[src/rtl/rename_group.sv]
// Register-rename stage for one group of WIDTH lanes: speculative/committed RATs, intra-group bypass, free-list pop.
// Outputs registered (1 cycle after accept); a group is taken only when the output slot is empty or being drained.
module rename_group #(
    parameter int WIDTH     = 2,
    parameter int ARCH_REGS = 32,
    parameter int PHY_REGS  = 64,
    parameter int PHY_WIDTH = 6
) (
    input  logic                       clk,
    input  logic                       rst,
    input  logic                       flush,
    input  logic [WIDTH-1:0]           in_valid,
    output logic                       in_ready,
    input  logic [WIDTH*5-1:0]         in_rs1_arch,
    input  logic [WIDTH*5-1:0]         in_rs2_arch,
    input  logic [WIDTH*5-1:0]         in_rd_arch,
    input  logic [WIDTH-1:0]           in_rd_wen,
    input  logic [PHY_WIDTH:0]         fl_avail,
    input  logic [WIDTH*PHY_WIDTH-1:0] fl_phy,
    output logic [PHY_WIDTH:0]         fl_pop,
    input  logic [WIDTH-1:0]           commit_valid,
    input  logic [WIDTH*5-1:0]         commit_rd_arch,
    input  logic [WIDTH*PHY_WIDTH-1:0] commit_rd_phy,
    output logic [WIDTH-1:0]           out_valid,
    input  logic                       out_ready,
    output logic [WIDTH*PHY_WIDTH-1:0] out_rs1_phy,
    output logic [WIDTH*PHY_WIDTH-1:0] out_rs2_phy,
    output logic [WIDTH*PHY_WIDTH-1:0] out_rd_phy_new,
    output logic [WIDTH*PHY_WIDTH-1:0] out_rd_phy_old
);
    localparam int AW = 5;
    localparam int PW = PHY_WIDTH;

    if ($clog2(PHY_REGS) != PHY_WIDTH) begin : g_cfg_err
        $error("rename_group: PHY_WIDTH must equal clog2(PHY_REGS)");
    end

    logic [PW-1:0] srat     [ARCH_REGS];
    logic [PW-1:0] crat     [ARCH_REGS];
    logic [PW-1:0] srat_nxt [ARCH_REGS];
    logic [PW-1:0] crat_nxt [ARCH_REGS];

    logic [WIDTH-1:0]    ren;
    logic [PW:0]         n_ren;
    logic                accept;
    logic [WIDTH*PW-1:0] rs1_p, rs2_p, new_p, old_p;

    assign in_ready = rst && !flush && (fl_avail >= n_ren) && ((out_valid == '0) || out_ready);
    assign accept   = in_ready && (|in_valid);
    assign fl_pop   = accept ? n_ren : '0;

    // Free-list slots are handed out in lane order to renaming lanes only.
    always_comb begin
        int k;
        ren   = '0;
        n_ren = '0;
        new_p = '0;
        k     = 0;
        for (int i = 0; i < WIDTH; i++) begin
            ren[i] = in_valid[i] && in_rd_wen[i] && (in_rd_arch[i*AW +: AW] != '0);
            if (ren[i]) begin
                new_p[i*PW +: PW] = fl_phy[k*PW +: PW];
                n_ren = n_ren + {{PW{1'b0}}, 1'b1};
                k     = k + 1;
            end
        end
    end

    // Source/old-dest lookup: SRAT, overridden by the youngest older lane in this group writing the same register.
    always_comb begin
        rs1_p = '0;
        rs2_p = '0;
        old_p = '0;
        for (int i = 0; i < WIDTH; i++) begin
            if (in_rs1_arch[i*AW +: AW] != '0) rs1_p[i*PW +: PW] = srat[in_rs1_arch[i*AW +: AW]];
            if (in_rs2_arch[i*AW +: AW] != '0) rs2_p[i*PW +: PW] = srat[in_rs2_arch[i*AW +: AW]];
            if (in_rd_arch[i*AW +: AW]  != '0) old_p[i*PW +: PW] = srat[in_rd_arch[i*AW +: AW]];
            for (int j = 0; j < i; j++) begin
                if (ren[j]) begin
                    if (in_rd_arch[j*AW +: AW] == in_rs1_arch[i*AW +: AW]) rs1_p[i*PW +: PW] = new_p[j*PW +: PW];
                    if (in_rd_arch[j*AW +: AW] == in_rs2_arch[i*AW +: AW]) rs2_p[i*PW +: PW] = new_p[j*PW +: PW];
                    if (in_rd_arch[j*AW +: AW] == in_rd_arch[i*AW +: AW])  old_p[i*PW +: PW] = new_p[j*PW +: PW];
                end
            end
        end
    end

    // Lane-order loops make the youngest writer win; flush restores SRAT from CRAT including this cycle's commits.
    always_comb begin
        crat_nxt = crat;
        for (int i = 0; i < WIDTH; i++) begin
            if (commit_valid[i] && (commit_rd_arch[i*AW +: AW] != '0))
                crat_nxt[commit_rd_arch[i*AW +: AW]] = commit_rd_phy[i*PW +: PW];
        end
        srat_nxt = srat;
        if (flush) begin
            srat_nxt = crat_nxt;
        end else if (accept) begin
            for (int i = 0; i < WIDTH; i++) begin
                if (ren[i]) srat_nxt[in_rd_arch[i*AW +: AW]] = new_p[i*PW +: PW];
            end
        end
    end

    always_ff @(posedge clk or negedge rst) begin
        if (!rst) begin
            for (int r = 0; r < ARCH_REGS; r++) begin
                srat[r] <= PW'(r);
                crat[r] <= PW'(r);
            end
            out_valid      <= '0;
            out_rs1_phy    <= '0;
            out_rs2_phy    <= '0;
            out_rd_phy_new <= '0;
            out_rd_phy_old <= '0;
        end else begin
            srat <= srat_nxt;
            crat <= crat_nxt;
            if (flush) begin
                out_valid <= '0;
            end else if (accept) begin
                out_valid      <= in_valid;
                out_rs1_phy    <= rs1_p;
                out_rs2_phy    <= rs2_p;
                out_rd_phy_new <= new_p;
                out_rd_phy_old <= old_p;
            end else if (out_ready) begin
                out_valid <= '0;
            end
        end
    end
endmodule

[config.mk]
export PLATFORM = sky130hd
export DESIGN_NAME = rename_group
export DESIGN_NICKNAME = d
export VERILOG_FILES = /design/src/rtl/rename_group.sv
export SDC_FILE = /design/constraint.sdc
export NUM_CORES = 2
export LEC_CHECK = 0
export ABC_AREA = 1
export BUFFER_PORTS_ARGS = -buffer_cell sky130_fd_sc_hd__buf_2
export CORE_MARGIN = 4
export CORE_UTILIZATION = 40
export CTS_CLUSTER_DIAMETER = 40
export CTS_CLUSTER_SIZE = 12
export DETAILED_ROUTE_END_ITERATION = 10
export PLACE_DENSITY = 0.63
export SYNTH_ARGS = -nofsm -noshare
export SYNTH_HDL_FRONTEND = slang
export SYNTH_SLANG_ARGS = --single-unit
[constraint.sdc]
create_clock -name clk -period 4.3 [get_ports clk]
set_input_delay 0.86 -clock clk [delete_from_list [all_inputs] [get_ports clk]]
set_output_delay 0.86 -clock clk [all_outputs]
set_load 0.02 [all_outputs]
==> reports/metrics.cfg <==
[outcome]
status = completed

[cells_and_area]
mostFrequentLayoutCells = 1951 x nand2_1, 685 x nand3_1, 453 x o21ai_0
final_util_pct = 45.5
multi_input_area_sq_mm = 0.0207
drive_gt1_share_pct = 12.9
area_delta_synth_final_pct = 12.6
final_common_cell = nand2_1
fill_cells = 9041
fin_nets = 5588
area.sequential_sq_mm = 0.0111

[floorplan]
dieHeight_microns = 304
dieArea_sq_mm = 0.0926
chipWidth_microns = 304
start_util_pct = 40.4
core_sq_mm = 0.0869
fp-row-count = 108
num_io_pins = 139

[cts]
cts-root-buf = clkbuf_16
post_cts_resized = 0
clkSlewWorstSetupHoldPaths_ns = 0.05
cts.sinks = 434
htreeDepth = 3
post_cts_buffers = 0
cts_buffers = 82
insertion_delay_ns = 0.66
cts_buffer_depth = 3
cts_tree = yes
hold_buffers = 0

[critical_path]
crit_type = in2out
cp.required_ns = 3.44
worst-path-max-fanout = 10
critPathCaptureType = primary output
arrival_ns = 2.85
start_kind = input pin

[detailed_routing]
vias_per_cell = 6.35
drc = 0
wl_per_cell_microns = 28.5
dr.pass1.iters = 7
ant_nets = 0
initialDrtViolationCount = 6993
drt_wl_total_mm = 192
num_vias = 42800

[flow_run]
maxCapViolations = 0

[sta]
skew_ns = 0.0458
rsz0062_at_grt = false
period_minus_slack_ns = 3.71
finalSetupViolations = 0
report.final.slew_viol_count = 0
tightest_slew_ns = 1.24
tns_ns = 0
fmax_mhz = 269
fin_crit_sh_pct = 86.4
hold_viol = 0
relSlewSlack_pct = 17.1

[global_routing]
grt_pass1_vias = 38300
gr-usage-met1_pct = 49.9
grt_pass1_wl_mm = 273
grtUsageMet3_pct = 13.4
globalRouteOverflowTotal = 0
top_usage_layer = met2
track_usage_pct = 39.7
grt_max_degree = 175
antenna_found_initial = 5
grt_use_met2_pct = 56.2

[placed_design]
gp_congestion = 1.08
dp.final_hpwl_mm = 136
io_buffers = 133

[synth]
yosysWarnings = 0
synth_largest_area_cell = nand2_1
synth.area.top_cells = nand2_1 21%, dfrtp_1 20%, dfstp_2 12%
ys_seq_area_share_pct = 31.5
syn_avg_cell_area_sq_um = 6.27
synth.ff_latch_count = 434
synth.distinct_cells = 48
synth_top_area_share_pct = 20.9
syn-cell-area_sq_mm = 0.0351
syn_inst = 5597

[pwr]
p_sw_mw = 7.98
p_leak_nw = 17.9
seq_power_share_pct = 35.9
power_frac_clock_pct = 35.5
power_frac_comb_pct = 28.6
p_sw_share_pct = 40.5
ir_drop_v = 0.000302
internal-power_mw = 11.7
power_density_mw_per_mm2 = 498

[min_path]
hp-class = in2async

-- sequential cells by signal (all words and copies together), names as in the netlist --
name            count
out_valid           2
out_rd_phy_old     12
srat              192
out_rd_phy_new     12
crat              192
out_rs1_phy        12
out_rs2_phy        12
-- Yosys cell counts (all sizes together) --
cell type	number
a21boi	2
a21oi	416
a22oi	26
a31oi	14
and2	17
buf	215
clkbuf	228
clkinv	8
conb	1
dfrtp	274
dfstp	160
ha	2
inv	366
nand2	1977
nand3	688
nand4	76
nor2	188
nor3	21
nor3b	1
o211ai	307
o21a	41
o21ai	505
o22ai	37
or2	17
xnor2	6
xor2	4
-- critical path, cell delays in order --
cell	delay, ns
buf_2	0.22
inv_2	0.08
nand2_4	0.17
inv_4	0.09
nand2_4	0.10
nand2_2	0.07
nor2_1	0.18
nor2_1	0.08
ha_1	0.27
inv_1	0.04
nand2_1	0.04
nand2_1	0.05
nand4_1	0.13
o211ai_4	0.12
nor3_1	0.14
buf_2	0.19
-- per-stage QoR --
stage | instance area (sq um) | worst slack [ns] | hold WS (ns) | std cells | power (mW)
floorplan | 35100 | 0.232 | 0.429 | 5601 | 9.75
global placement | 36600 | 0.471 | 0.367 | 6576 | 12.3
detailed placement | 36600 | 0.513 | 0.365 | 6576 | 12.4
CTS | 39600 | 0.627 | 0.158 | 6729 | 19.4
global route | 39600 | 0.433 | 0.183 | 6729 | 20.4
finish | 39600 | 0.586 | 0.160 | 6731 | 19.7
-- power by group through the flow --
stage	combinational, mW	sequential (mW)	clock, mW
floorplan	3.64	6.11	0
global placement	5.32	6.97	0
detailed placement	5.40	6.96	0
CTS	5.43	6.92	7.02
global route	6.10	7.02	7.24
finish	5.64	7.06	6.99
-- path summary, 6_finish.rpt --
path                            cells after the start     startpoint                end  slack [ns]
worst max-delay path                               16  in_rd_arch[7]          fl_pop[0]        0.59
min in group clk                                    0      crat[189]          crat[189]        0.37
worst max register to register                      8       srat[36]  out_rd_phy_old[0]        1.84
worst min register to register                      0      crat[189]          crat[189]        0.37
worst min-delay path                                1            rst     out_rs2_phy[0]        0.16
max in group asynchronous                           2            rst            crat[6]        2.68
-- layout make-up --
class | count | share of cell area (%)
multi-input combinational | 4350 | 52.4
sequential | 434 | 28.0
clock buffer | 102 | 5.69
timing repair buffer | 263 | 4.91
tap | 1155 | 3.65
inverter | 374 | 3.56
clock inverter | 51 | 1.83
antenna | 2 | 0.0127
-- routing by layer --
metal	up-vias	wire [microns]
li1	18600	-
met1	19800	69700
met2	3434	76400
met3	871	26700
met4	4	19100
met5	-	33
-- cells by family after synthesis --
logic type               after synthesis  share of synthesized area [%]
other                                  1                         0.0107
XOR/XNOR                              10                          0.249
adder cells (fa/ha/maj)                2                         0.0712
AO/OA/AOI/OAI                       1348                           22.2
AND/OR/NAND/NOR                     2985                           36.3
flip-flops                           434                           31.5
buffers and inverters                817                           9.72
Note: power is estimated with default switching activity, not from simulation.
